`config.mk`:
```
export PLATFORM = sky130hd
export DESIGN_NAME = symbol_histogram
export DESIGN_NICKNAME = d
export VERILOG_FILES = /design/src/rtl/symbol_histogram.sv
export SDC_FILE = /design/constraint.sdc
export NUM_CORES = 1
export LEC_CHECK = 0
export ABC_AREA = 1
export CAP_MARGIN = 10
export CORE_ASPECT_RATIO = 1.75
export CORE_MARGIN = 1.5
export CORE_UTILIZATION = 25
export CTS_CLUSTER_SIZE = 12
export DETAILED_ROUTE_END_ITERATION = 10
export GPL_TIMING_DRIVEN = 0
export PLACE_DENSITY = 0.47
export SLEW_MARGIN = 25
export SYNTH_ARGS = -nofsm -noshare
export SYNTH_HDL_FRONTEND = slang
export SYNTH_SLANG_ARGS = --single-unit
```
`constraint.sdc`:
```
create_clock -name clk -period 2.6 [get_ports clk]
set_input_delay 0.52 -clock clk [delete_from_list [all_inputs] [get_ports clk]]
set_output_delay 0.52 -clock clk [all_outputs]
set_load 0.005 [all_outputs]
```
`src/rtl/symbol_histogram.sv`:
```
// Per-frame symbol histogram for the Huffman front end: counts symbols 1..NUM_SYM plus an
// out-of-range bin, ends a frame on gray_last or an idle timeout, and pulses CNT_valid with the totals.
module symbol_histogram #(
  parameter int unsigned DATA_W   = 8,
  parameter int unsigned SYM_W    = 3,
  parameter int unsigned NUM_SYM  = 6,
  parameter int unsigned CNT_W    = 8,
  parameter int unsigned IDLE_CYC = 4
) (
  input  logic                     clk,
  input  logic                     reset,
  input  logic [DATA_W-1:0]        gray_data,
  input  logic                     gray_valid,
  input  logic                     gray_last,
  output logic [NUM_SYM*CNT_W-1:0] CNT,
  output logic [CNT_W-1:0]         other_cnt,
  output logic                     sat,
  output logic                     busy,
  output logic                     CNT_valid
);

  localparam int unsigned IDLE_W = $clog2(IDLE_CYC + 1);
  localparam logic [CNT_W-1:0] CNT_MAX = '1;

  typedef enum logic [1:0] {S_IDLE, S_COUNT, S_DONE} state_t;

  state_t                   state, state_d;
  logic [IDLE_W-1:0]        idle_cnt, idle_cnt_d;
  logic [SYM_W-1:0]         sym;
  logic                     start;
  logic                     hit;
  logic [NUM_SYM*CNT_W-1:0] cnt_d;
  logic [CNT_W-1:0]         other_d;
  logic                     sat_d;
  logic                     busy_d;
  logic                     valid_d;
  logic                     unused_upper;

  assign sym          = gray_data[SYM_W-1:0];
  assign unused_upper = ^gray_data[DATA_W-1:SYM_W];
  // A valid sample outside COUNT (IDLE or the DONE cycle) opens a new frame.
  assign start        = gray_valid && (state != S_COUNT);

  // State register
  always_ff @(posedge clk or negedge reset) begin
    if (!reset) begin
      state <= S_IDLE;
    end else begin
      state <= state_d;
    end
  end

  // Next-state logic
  always_comb begin
    state_d = state;
    case (state)
      S_IDLE, S_DONE: begin
        if (gray_valid) state_d = gray_last ? S_DONE : S_COUNT;
        else            state_d = S_IDLE;
      end
      S_COUNT: begin
        if (gray_valid) begin
          if (gray_last) state_d = S_DONE;
        end else if (idle_cnt + IDLE_W'(1) == IDLE_W'(IDLE_CYC)) begin
          state_d = S_DONE;
        end
      end
      default: state_d = S_IDLE;
    endcase
  end

  // Output and datapath next values
  always_comb begin
    busy_d     = (state_d == S_COUNT);
    valid_d    = (state_d == S_DONE);
    cnt_d      = CNT;
    other_d    = other_cnt;
    sat_d      = sat;
    hit        = 1'b0;
    idle_cnt_d = '0;
    if (state == S_COUNT && !gray_valid && state_d == S_COUNT) begin
      idle_cnt_d = idle_cnt + IDLE_W'(1);
    end
    if (start) begin
      cnt_d   = '0;
      other_d = '0;
      sat_d   = 1'b0;
    end
    if (gray_valid) begin
      for (int unsigned k = 1; k <= NUM_SYM; k++) begin
        if (sym == SYM_W'(k)) begin
          hit = 1'b1;
          if (cnt_d[(k-1)*CNT_W +: CNT_W] == CNT_MAX) sat_d = 1'b1;
          else cnt_d[(k-1)*CNT_W +: CNT_W] = cnt_d[(k-1)*CNT_W +: CNT_W] + CNT_W'(1);
        end
      end
      if (!hit) begin
        if (other_d == CNT_MAX) sat_d = 1'b1;
        else                    other_d = other_d + CNT_W'(1);
      end
    end
  end

  // Registered outputs and idle counter
  always_ff @(posedge clk or negedge reset) begin
    if (!reset) begin
      CNT       <= '0;
      other_cnt <= '0;
      sat       <= 1'b0;
      busy      <= 1'b0;
      CNT_valid <= 1'b0;
      idle_cnt  <= '0;
    end else begin
      CNT       <= cnt_d;
      other_cnt <= other_d;
      sat       <= sat_d;
      busy      <= busy_d;
      CNT_valid <= valid_d;
      idle_cnt  <= idle_cnt_d;
    end
  end

endmodule

```
======== Word-level counts from Yosys, hierarchy flattened ========
Cells that the tools add are included.
word-level totals
  flip-flop bits (word level) ............. 64
  ROM bits ................................ 0
  word-level logic and storage cells ...... 90
  latch bits .............................. 0
  memories kept ........................... 0
  input bits .............................. 12
  memory bits (writable) .................. 0
  output and inout port bits .............. 59
operators by class
  equal/unequal tests ..................... 19
  bitwise logic cells ..................... 0
  div/mod/pow operators ................... 0
  $lt $le $gt $ge ......................... 0
  add/sub/neg operators ................... 8
  shift operators ......................... 0
  reductions and logical operators ........ 6
  muxes and demuxes ....................... 50
  multipliers ............................. 0
operators with widths
  operator             number
  $mux 8               16
  $mux 48              2
  $add 8x1->8 const B  7
  $eq 8x8->1 const B   7
  $mux 1               25
  $eq 3x3->1 const B   4
  $mux 2               5
  $eq 3x2->1 const B   2
  $eq 2x1->1 const B   2
  $eq 2x2->1 const B   2
  $pmux 2 s2           1
  $add 3x1->3 const B  1
  $eq 3x1->1 const B   1
  $logic_and 1x1->1    3
  $mux 3               1
  $logic_not 2->1      1
  $ne 2x1->1 const B   1
  $reduce_or 2->1      1
  $logic_not 1->1      1

======== Logic depth before layout (Yosys ltp) ========
  word-level depth ........................ 21
  mapped depth ............................ 19
  mapped depth without buffers ............ 16

======== Worst setup path after synthesis ========
OpenSTA, ideal clock, no wires.
  path type ............................... input-to-reg
  start point ............................. in gray_valid
  end point ............................... reg CNT[9]
  buffers on the path ..................... 4
  required time ........................... 2.475 ns
  slack ................................... 0.180 ns
  data arrival time ....................... 2.295 ns
  setup time .............................. 0.125 ns
  stages on the path ...................... 13
  cell sequence ........................... buf_4 > nand2_8 > buf_8 > buf_4 > buf_4 > nand2_1 > inv_1 > ha_1 > nand2_1 > nor2_1 > nand3_1 > o21ai_2 > mux2_2
between the ends
  longest elaborated chain between the ends .. 6
  elaborated cells on any way between the ends .. 7
  those cells by class .................... add/sub (1); eq/ne (1); mux (4); reduce/logical (1)
RTL lines
  what                                              RTL line  RTL
  start, declared                                   13        input logic gray_valid,
  $logic_and 1x1->1                                 42        assign start = gray_valid && (state != S_COUNT);
  $mux 48                                           84        if (start) begin
  $add 8x1->8 / $eq 8x8->1 (equally long branches)  94, 93
  $mux 8                                            93        if (cnt_d[(k-1)*CNT_W +: CNT_W] == CNT_MAX) sat_d = 1'b1;
  $mux 8                                            91        if (sym == SYM_W'(k)) begin
  $mux 48 (*)                                       89        if (gray_valid) begin
  named net cnt_d[9]                                32        logic [NUM_SYM*CNT_W-1:0] cnt_d;
  end signal, assigned                              114       CNT <= cnt_d;
  end, declared                                     15        output logic [NUM_SYM*CNT_W-1:0] CNT,
Mark *: on every way through the listed nets, which the timed path passes. The rest lies on a longest branch.

======== Worst setup path after layout ========
  start point ............................. reg state[1]
  end point ............................... reg CNT[9]
between the ends
  longest elaborated chain between the ends .. 7
  elaborated cells on any way between the ends .. 8
  those cells by class .................... add/sub (1); eq/ne (2); mux (4); reduce/logical (1)
RTL lines
  what                                              RTL line  RTL
  start, declared                                   27        state_t state, state_d;
  start signal, assigned                            49        state <= state_d;
  $ne 2x1->1 (*)                                    42
  $logic_and 1x1->1 (*)                             42
  $mux 48 (*)                                       84
  $add 8x1->8 / $eq 8x8->1 (equally long branches)  94, 93
  $mux 8                                            93
  $mux 8                                            91
  $mux 48 (*)                                       89
  named net cnt_d[9]                                32
Marked as above.

==> impl_metrics.py <==
metrics = {
    "pwr": {
        "vdd_drop_max_mv": 0.3378,
        "p_leak_nw": 2.426,
        "power_density_mw_per_mm2": 530.0,
    },
    "global_route": {
        "grt_overflow": 0,
        "grt_use_met1_pct": 15.15,
        "grt_pass1_wl_um": 18000,
        "grt_pass1_vias": 3657,
        "grt_max_degree": 35,
        "grt-busiest-layer": "met2",
        "use_met2_pct": 25.49,
        "use_met3_pct": 2.142,
        "grt_antenna_before_repair": 0,
        "grt_usage_pct": 13.79,
    },
    "routing": {
        "dr.pass1.iters": 4,
        "vias": 3536,
        "drt_iter0_drc": 121,
        "wl_per_cell_um": 13.73,
        "via_per_inst": 4.516,
        "drc": 0,
        "routed_wl_um": 10750,
        "ant_nets": 0,
    },
    "sta": {
        "hold_ws_ps": 132.0,
        "drv_slew": 0,
        "post-route-period-util_pct": 88.90,
        "clock_skew_ps": 7.238,
        "slew_headroom_pct": 64.96,
        "layout_min_cycle_time_ps": 2311,
        "rsz0062_at_grt": "false",
        "fmax_mhz": 432.6,
        "hold_violations": 0,
        "tightest_slew_ps": 525.6,
        "finalSetupViolations": 0,
    },
    "synth": {
        "synth_warnings": 0,
        "avgSynthCellArea_um2": 7.669,
        "syn_area_mm2": 0.003973,
        "synthCells": 518,
        "synth.distinct_cells": 37,
        "synth.area.top_cells": "dfrtp_1 40%, nand2_1 12%, inv_1 7.7%",
        "synth_top_area_share_pct": 40.31,
        "synth_top_area_cell": "dfrtp_1",
        "ys_ff_latch": 64,
        "synth_fp_nets": 539,
        "yosysSeqAreaShare_pct": 40.31,
    },
    "min_path": {
        "worstHoldPathType": "in2async",
    },
    "floorplanning": {
        "start_util_pct": 25.69,
        "coreArea_mm2": 0.01546,
        "die_h_um": 169.8,
        "io_pins": 71,
        "die_area_mm2": 0.01669,
        "row_count": 60,
        "die_w_um": 98.29,
    },
    "clock_tree": {
        "clk_transition_reported_paths_ps": 50,
        "hold_buffers": 0,
        "clock_latency_ps": 330,
        "cts_root_buffer": "clkbuf_16",
        "htreeDepth": 3,
        "cts_buffers": 9,
        "clk_path_buf_depth": 2,
        "cts_num_sinks": 64,
        "cts_tree": "done",
    },
    "critical_path": {
        "ff2ff_setup_slack_ps": 290,
        "rr_startpoint": "state[1]",
        "crit_end": "CNT[9]",
        "r2r_cells": 12,
        "cp-start-kind": "flop",
        "cp_max_fo": 28,
        "end_kind": "flop",
        "reg2reg_to": "CNT[9]",
        "crit_arrival_ps": 2520,
        "startpoint": "state[1]",
        "critical_path_required_ps": 2810,
        "worstSetupPathType": "reg2reg",
    },
    "placement": {
        "gp_congestion": 0.8327,
        "portBuffers": 64,
        "place_hpwl_um": 8385,
        "post-place-cells": 769,
    },
    "finish": {
        "diodes": 0,
        "nNetsFinal": 613,
        "final_cells": 783,
        "syn_to_final_growth_pct": 30.77,
        "layout-drive-gt1-share_pct": 12.56,
    },
    "job": {
        "maxCapViolCount": 0,
    },
    "run_status": {
        "status": "complete, no violations",
    },
}
registers in the layout (all words and copies together) (netlist names):
signal,cells
busy,1
sat,1
CNT,48
idle_cnt,3
CNT_valid,1
other_cnt,8
state,2
cell usage after synthesis, drive strengths merged:
cell / count
a31o: 1
ha: 9
a22oi: 1
nor3: 13
xnor2: 8
a31oi: 2
a21oi: 8
xor2: 23
nand3: 47
o21bai: 1
o221ai: 2
inv: 84
nand4: 9
or2: 1
buf: 10
nand2: 136
nand3b: 4
nor2: 76
mux2: 1
dfrtp: 64
o21ai: 18
critical path: stages (launching register included):
cell	delay, ps
dfrtp_1	380
inv_1	70
nand2_2	90
nand2_8	140
buf_12	210
nand2_1	110
inv_1	70
ha_1	160
nand2_1	60
nor2_1	160
nand3_1	130
o21ai_2	240
mux2_2	370
where the power goes:
group / switching, mW / leakage (nW) / internal (mW)
clock network: 0.461 / 0.165 / 0.890
logic: 0.194 / 1.39 / 0.136
registers: 0.0378 / 0.874 / 1.03
total: 0.693 / 2.43 / 2.06
worst min path at each step:
stage | from | to | cells past startpoint
floorplan | reset | CNT[0] | 0
global placement | idle_cnt[0] | idle_cnt[0] | 1
detailed placement | idle_cnt[0] | idle_cnt[0] | 1
CTS | reset | busy | 1
global route | reset | busy | 1
finish | reset | busy | 1
cells by family after synthesis:
group                      after synthesis  share of synthesized area [%]
xor gates and xnor gates                31                          6.835
AOI/OAI and AO/OA                       33                          4.914
muxes                                    1                         0.2834
buffers and inverters                   94                          10.36
and+or+nand+nor                        286                          34.46
DFF                                     64                          40.32
adders and majority gates                9                          2.835
layout by cell type, fill, tap and decap left out, types with 2 or more instances in the layout:
master	count
nand4_1	8
nor3_1	10
clkbuf_16	9
clkbuf_8	2
bufinv_16	2
o21ai_1	3
nor2_4	6
nand3b_1	4
nand2_1	125
nand3_2	8
nor3_2	3
clkdlybuf4s50_1	63
buf_4	3
a31oi_1	2
buf_6	2
o221ai_1	2
dfrtp_1	64
xnor2_1	8
buf_12	3
clkinv_2	2
nor2_1	57
xor2_1	23
o21ai_2	2
nand3_1	39
ha_1	9
a21oi_1	8
o21ai_0	12
nand2_2	10
inv_1	82
nor2_2	13
stage by stage:
stage          TNS [ps]  utilization [%]  setup slack, ps  power, mW  area [um^2]
6_report              0            33.59            288.5      2.753         5195
5_1_grt               0            33.59            37.00      2.880         5195
4_1_cts               0            33.50            98.73      2.810         5180
3_5_place_dp      -1718            31.45           -339.0      1.441         4863
3_3_place_gp     -90830            31.34            -1403      1.433         4846
2_1_floorplan         0                -            180.0      1.261         3973
per-layer routing:
metal | part of all wire [%] | routed length, um
met5 | 0 | 0
met2 | 54 | 5827
met4 | 1.7 | 188
met1 | 41 | 4370
met3 | 3.4 | 366
area by class of cell:
type | instances | area, um^2
fill | 1675 | 10270
multi-input combinational | 360 | 1967
sequential | 64 | 1602
timing repair buffer | 66 | 665.6
inverter | 84 | 317.8
clock buffer | 11 | 252.7
tap | 186 | 232.7
clock inverter | 5 | 78.83
buffer | 7 | 78.83
timing repair:
| action | in CTS | in global routing |
|---|---|---|
| resized for setup | 0 | 2 |
| pin swaps | 0 | 1 |
| setup endpoints to repair | 6 | 6 |
| setup buffers | 0 | 1 |
No activity file was read; power rests on OpenSTA's default activity.
